$ cat src/rtl/ym_audio_pkg.sv
// Shared constants and types for the YM audio output stages.
// Default mixing weights keep the full-scale sum within an 8-bit level.
package ym_audio_pkg;

  localparam int LEVEL_W    = 8;
  localparam int DEF_BEEP_W = 160;
  localparam int DEF_TAPE_W = 48;
  localparam int DEF_EAR_W  = 32;

  typedef enum logic {
    IDLE   = 1'b0,
    ACTIVE = 1'b1
  } state_e;

endpackage

$ cat src/rtl/sd_mod1.sv
// First-order sigma-delta modulator: the carry of acc+level is the output bit.
// dsm_out is registered, so it lags level by one cycle; no backpressure.
module sd_mod1
  import ym_audio_pkg::*;
(
  input  logic               clk350,
  input  logic               reset,
  input  logic [LEVEL_W-1:0] level,
  output logic               dsm_out
);

  logic [LEVEL_W-1:0] acc;
  logic [LEVEL_W:0]   sum;

  // The carry fires exactly level times per 256 cycles at constant level.
  assign sum = {1'b0, acc} + {1'b0, level};

  always_ff @(posedge clk350 or negedge reset) begin
    if (!reset) begin
      acc     <= '0;
      dsm_out <= 1'b0;
    end else begin
      acc     <= sum[LEVEL_W-1:0];
      dsm_out <= sum[LEVEL_W];
    end
  end

endmodule

$ cat src/rtl/beeper_sd_dac.sv
// Beeper/tape/EAR mixer: sync, activity FSM with idle decay, slew limiter, 1-bit DSM.
// Level follows target at most SLEW_STEP per tick; dsm_out lags level by one cycle.
module beeper_sd_dac
  import ym_audio_pkg::*;
#(
  parameter int BEEP_W      = DEF_BEEP_W,
  parameter int TAPE_W      = DEF_TAPE_W,
  parameter int EAR_W       = DEF_EAR_W,
  parameter int SLEW_DIV    = 4,
  parameter int SLEW_STEP   = 1,
  parameter int IDLE_CYCLES = 65536
)(
  input  logic               clk350,
  input  logic               reset,
  input  logic               beeper,
  input  logic               tapeout,
  input  logic               ear_in,
  input  logic               mute,
  output logic               dsm_out,
  output logic [LEVEL_W-1:0] level,
  output logic               active
);

  generate
    if (BEEP_W + TAPE_W + EAR_W > 255) begin : g_bad_weights
      $error("beeper_sd_dac: BEEP_W + TAPE_W + EAR_W must not exceed 255");
    end
    if (SLEW_DIV < 1 || SLEW_STEP < 1 || SLEW_STEP > 255 || IDLE_CYCLES < 2) begin : g_bad_params
      $error("beeper_sd_dac: SLEW_DIV, SLEW_STEP or IDLE_CYCLES out of range");
    end
  endgenerate

  localparam int PW = (SLEW_DIV > 1) ? $clog2(SLEW_DIV) : 1;
  localparam int IW = $clog2(IDLE_CYCLES);

  localparam logic [PW-1:0]      PRESC_LAST = PW'(SLEW_DIV - 1);
  localparam logic [IW-1:0]      IDLE_LAST  = IW'(IDLE_CYCLES - 1);
  localparam logic [LEVEL_W:0]   STEP9      = (LEVEL_W+1)'(SLEW_STEP);
  localparam logic [LEVEL_W-1:0] W_BEEP     = LEVEL_W'(BEEP_W);
  localparam logic [LEVEL_W-1:0] W_TAPE     = LEVEL_W'(TAPE_W);
  localparam logic [LEVEL_W-1:0] W_EAR      = LEVEL_W'(EAR_W);

  logic [2:0]         sync1;
  logic [2:0]         s;
  logic [2:0]         s_prev;
  logic               chg;
  state_e             state;
  logic [IW-1:0]      idle_cnt;
  logic [PW-1:0]      presc;
  logic               tick;
  logic [LEVEL_W-1:0] target;
  logic               up;
  logic [LEVEL_W:0]   diff;
  logic [LEVEL_W:0]   step;
  logic [LEVEL_W:0]   level_nxt;

  // s = {beeper, tapeout, ear} after two flops; s_prev gives edge detection.
  always_ff @(posedge clk350 or negedge reset) begin
    if (!reset) begin
      sync1  <= '0;
      s      <= '0;
      s_prev <= '0;
    end else begin
      sync1  <= {beeper, tapeout, ear_in};
      s      <= sync1;
      s_prev <= s;
    end
  end

  assign chg = (s != s_prev);

  always_ff @(posedge clk350 or negedge reset) begin
    if (!reset) begin
      state    <= IDLE;
      idle_cnt <= '0;
    end else begin
      case (state)
        IDLE: begin
          idle_cnt <= '0;
          if (chg) state <= ACTIVE;
        end
        ACTIVE: begin
          // A fresh input change always beats the terminal count.
          if (chg) begin
            idle_cnt <= '0;
          end else if (idle_cnt == IDLE_LAST) begin
            state    <= IDLE;
            idle_cnt <= '0;
          end else begin
            idle_cnt <= idle_cnt + IW'(1);
          end
        end
        default: begin
          state    <= IDLE;
          idle_cnt <= '0;
        end
      endcase
    end
  end

  assign active = (state == ACTIVE);

  always_comb begin
    target = '0;
    if (!mute && state == ACTIVE) begin
      target = (s[2] ? W_BEEP : '0) + (s[1] ? W_TAPE : '0) + (s[0] ? W_EAR : '0);
    end
  end

  always_ff @(posedge clk350 or negedge reset) begin
    if (!reset) begin
      presc <= '0;
    end else if (tick) begin
      presc <= '0;
    end else begin
      presc <= presc + PW'(1);
    end
  end

  assign tick = (presc == PRESC_LAST);

  // 9-bit distance and step so the move is clamped to the target, never past it.
  always_comb begin
    up        = (target > level);
    diff      = up ? ({1'b0, target} - {1'b0, level}) : ({1'b0, level} - {1'b0, target});
    step      = (diff > STEP9) ? STEP9 : diff;
    level_nxt = up ? ({1'b0, level} + step) : ({1'b0, level} - step);
  end

  always_ff @(posedge clk350 or negedge reset) begin
    if (!reset) begin
      level <= '0;
    end else if (tick) begin
      level <= level_nxt[LEVEL_W-1:0];
    end
  end

  sd_mod1 u_mod (
    .clk350  (clk350),
    .reset   (reset),
    .level   (level),
    .dsm_out (dsm_out)
  );

endmodule

$ cat config.mk
export PLATFORM = sky130hd
export DESIGN_NAME = beeper_sd_dac
export DESIGN_NICKNAME = d
export VERILOG_FILES = /design/src/rtl/ym_audio_pkg.sv /design/src/rtl/sd_mod1.sv /design/src/rtl/beeper_sd_dac.sv
export SDC_FILE = /design/constraint.sdc
export NUM_CORES = 1
export LEC_CHECK = 0
export CAP_MARGIN = 0
export CORE_AREA = 2 2 104 106
export DETAILED_ROUTE_END_ITERATION = 16
export DIE_AREA = 0 0 106 108
export DONT_BUFFER_PORTS = 1
export PLACE_DENSITY_LB_ADDON = 0.08
export SLEW_MARGIN = 20
export SYNTH_ARGS = -nofsm -noshare
export SYNTH_HDL_FRONTEND = slang
export SYNTH_SLANG_ARGS = --single-unit
$ cat constraint.sdc
create_clock -name clk350 -period 14.1 [get_ports clk350]
set_clock_uncertainty 0.05 [all_clocks]
set_input_delay 1.41 -clock clk350 [delete_from_list [all_inputs] [get_ports clk350]]
set_output_delay 1.41 -clock clk350 [all_outputs]
set_load 0.03 [all_outputs]
==> results.sh <==
export IMPL_status="finished clean"
export IMPL_fin_crit_ps=5270
export IMPL_synthCells=290
export IMPL_rows=37
export IMPL_max_freq_mhz=190
export IMPL_grt_pass1_vias=1959
export IMPL_core_um2=10200
export IMPL_seq_area_um2=1130
export IMPL_dpl_hpwl_mm=4.34
export IMPL_setup_tns_final_ps=0
export IMPL_clk_pin_slew_ps=90
export IMPL_worstPathRequired_ps=14280
export IMPL_drv_slew=0
export IMPL_cts_resized_gates=0
export IMPL_grt_max_degree=46
export IMPL_maxCapViolations=0
export IMPL_synth_edf_count=0
export IMPL_path_buf_inv=1
export IMPL_min_period_over_period=0.374
export IMPL_placedCellCount=421
export IMPL_numCtsBuffers=5
export IMPL_power_density_nw_per_um2=215
export IMPL_cp_start_kind="input pin"
export IMPL_cts_root_buf="clkbuf_8"
export IMPL_gr_usage_all_layers=0.108
export IMPL_cts_sinks=45
export IMPL_cpMostUsedCell="ha_1"
export IMPL_routed_wl_mm=5.69
export IMPL_port_buffers=0
export IMPL_place_congestion=0.793
export IMPL_multi_input_area_um2=1590
export IMPL_antenna_cells=0
export IMPL_clockBufferDepth=2
export IMPL_synth_warnings=0
export IMPL_start_util=0.277
export IMPL_firstDrtPassIters=4
export IMPL_cts_tree="built"
export IMPL_worstPathCellList="nor2b_1 -> nand2_1 -> inv_1 -> ha_1 -> and2_4 -> a221o_1 -> or3_4 -> a2111oi_4 -> a21oi_1 -> nor3_1 -> ha_1 -> nand2b_1 -> ha_1 -> nor2b_1 -> o21ai_1 -> nand2b_1 -> a21o_1 -> a21oi_1 -> xnor2_1 -> nand2_1 -> o21ai_1"
export IMPL_relSlewSlack=0.601
export IMPL_ys_seq_elements=45
export IMPL_hold_class="flop to flop"
export IMPL_critPathMaxStageDelay_ps=410
export IMPL_drive_gt1_frac=0.0648
export IMPL_clock_latency_ps=300
export IMPL_tightestPinTransition_ps=598
export IMPL_slowest_stage="or3_4"
export IMPL_cp_depth=21
export IMPL_ys_async_sr_fraction=1.00
export IMPL_syn_area_um2=2830
export IMPL_drt_iter0_markers=49
export IMPL_p_total_uw=658
export IMPL_antenna_left=0
export IMPL_synth_distinct_cells=49
export IMPL_drc=0
export IMPL_cp_top_family="simple AND/OR/NAND/NOR gates"
export IMPL_syn_avg_cell_area_um2=9.76
export IMPL_die_y_um=108
export IMPL_hold_violations=0
export IMPL_num_nets_final=328
export IMPL_syn_to_final_growth_pct=8.27
export IMPL_ys_flop_type="dfrtp_1"
export IMPL_stdcell_count=429
export IMPL_syn_nets=326
export IMPL_grt_overflow=0
export IMPL_finalHoldWorstSlack_ps=305
export IMPL_fillers=1092
export IMPL_wl_per_cell_um=13.3
export IMPL_ios=16
export IMPL_holdBufCountCts=0
export IMPL_p_leak_uw=0.00132
export IMPL_fp_dieArea_um2=11400
export IMPL_setup_viol=0
export IMPL_crit_path_end_kind="flop"
export IMPL_holdPathStages=0
export IMPL_rsz0062_at_grt="no"
export IMPL_antenna_found_initial=0
export IMPL_path_max_fanout=8
export IMPL_post_cts_buffers=0
export IMPL_vias=1956
export IMPL_rr_worst_depth=21
export IMPL_grt_pass1_wl_mm=9.74
export IMPL_fin_util=0.299
export IMPL_peakVddDrop_mv=0.0521
export IMPL_htree_levels=2
export IMPL_crit_type="input pin to flop"
export IMPL_ys_seq_area_frac=0.398
export IMPL_worstPathArrival_ps=5450
export IMPL_die_x_um=106
export IMPL_vias_per_cell=4.56
-- per-layer routing --
layer  GRT usage  vias to the layer above  routed length (um)  share of wire
met5           0                        -                   0              0
met4      0.0338                        0                  72          0.013
met3      0.0247                        6                 174          0.031
met2       0.175                       12                2600           0.46
met1       0.143                      931                2840           0.50
li1            -                     1007                   -              -
-- worst paths after layout --
check | slack (ps) | start | end
max in group asynchronous | 13150 | reset | idle_cnt[9]$_DFF_PN0_
min in group asynchronous | 740 | reset | u_mod.acc[0]$_DFF_PN0_
worst min register to register | 300 | sync1[0]$_DFF_PN0_ | s[0]$_DFF_PN0_
worst min-delay path | 300 | sync1[0]$_DFF_PN0_ | s[0]$_DFF_PN0_
worst max-delay path | 8830 | mute | level[6]$_DFFE_PN0P_
worst max register to register | 9260 | active$_DFF_PN0_ | level[6]$_DFFE_PN0P_
-- synth_stat cells, drive strengths merged, types with 3 or more instances --
cell type / n / area (um2)
clkbuf: 4 / 15.0
or3: 4 / 30.0
inv: 23 / 86.3
and3: 3 / 18.8
mux2: 3 / 33.8
nand3: 11 / 55.1
dfrtp: 45 / 1130
xnor2: 16 / 140
a21oi: 12 / 60.1
nor3b: 3 / 22.5
a211oi: 3 / 27.5
fa: 3 / 60.1
and2: 3 / 21.3
o21ai: 15 / 75.1
a21o: 3 / 22.5
nand2b: 8 / 50.1
ha: 27 / 338
nor2: 31 / 116
nor2b: 3 / 18.8
a31oi: 3 / 18.8
nor3: 5 / 25.0
nand2: 21 / 78.8
nand4: 3 / 18.8
xor2: 14 / 123
-- report_power, final --
| group | total (uW) | switching [uW] | internal (uW) |
|---|---|---|---|
| Combinational | 355 | 193 | 162 |
| Clock | 83.1 | 47.8 | 35.3 |
| Sequential | 219 | 61.2 | 158 |
| Total | 658 | 302 | 356 |
-- worst register-to-register path: cells and delay by family, from the launching register on --
family	cells	cell delay (ps)
XOR/XNOR	1	140
buffers and inverters	1	90
flip-flops	1	590
adder cells (fa/ha/maj)	3	800
AND/OR/NAND/NOR	9	1660
AO/OA/AOI/OAI	7	1450
-- cell usage in the layout, fill, tap and decap left out, types with 2 or more instances in the layout --
master,n
dfrtp_1,45
nor2_1,31
ha_1,27
inv_1,23
nand2_1,21
xnor2_1,16
xor2_1,14
a21oi_1,12
nand3_1,11
o21ai_1,8
nand2b_1,8
o21ai_0,7
nor3_1,5
clkbuf_8,5
nor2b_1,3
nor3b_1,3
and3_1,3
or3_1,3
a31oi_1,3
nand4_1,3
a21o_1,3
mux2_2,3
fa_1,3
nand4bb_1,2
and4_1,2
a211oi_1,2
or2_2,2
and2_1,2
-- metrics by stage --
stage	area, um2	worst slack, ps
floorplan	2830	8850
detailed placement	2970	8520
global placement	2970	8570
CTS	3060	8830
global route	3060	8500
finish	3060	8830
-- sequential cells by signal, summed over array words and instances, names as in the netlist --
name           cells
u_mod.dsm_out      1
presc              2
s_prev             3
u_mod.acc          8
level              8
s                  3
idle_cnt          16
active             1
sync1              3
-- cell families after synthesis --
family,after synthesis,share of synthesized area
xor+xnor,30,0.0928
compound gates,49,0.125
buf+inv,28,0.0398
fa+ha+maj,30,0.141
simple gates,103,0.187
flops,45,0.398
mux,4,0.0155
other cells,1,0.00132
-- layout make-up --
class,count,area share
Multi-Input combinational cell,217,0.519
Sequential cell,45,0.367
Tap cell,136,0.0555
Inverter,23,0.0282
Clock buffer,5,0.0225
Clock inverter,3,0.00694
No activity file was read; power rests on OpenSTA's default activity.
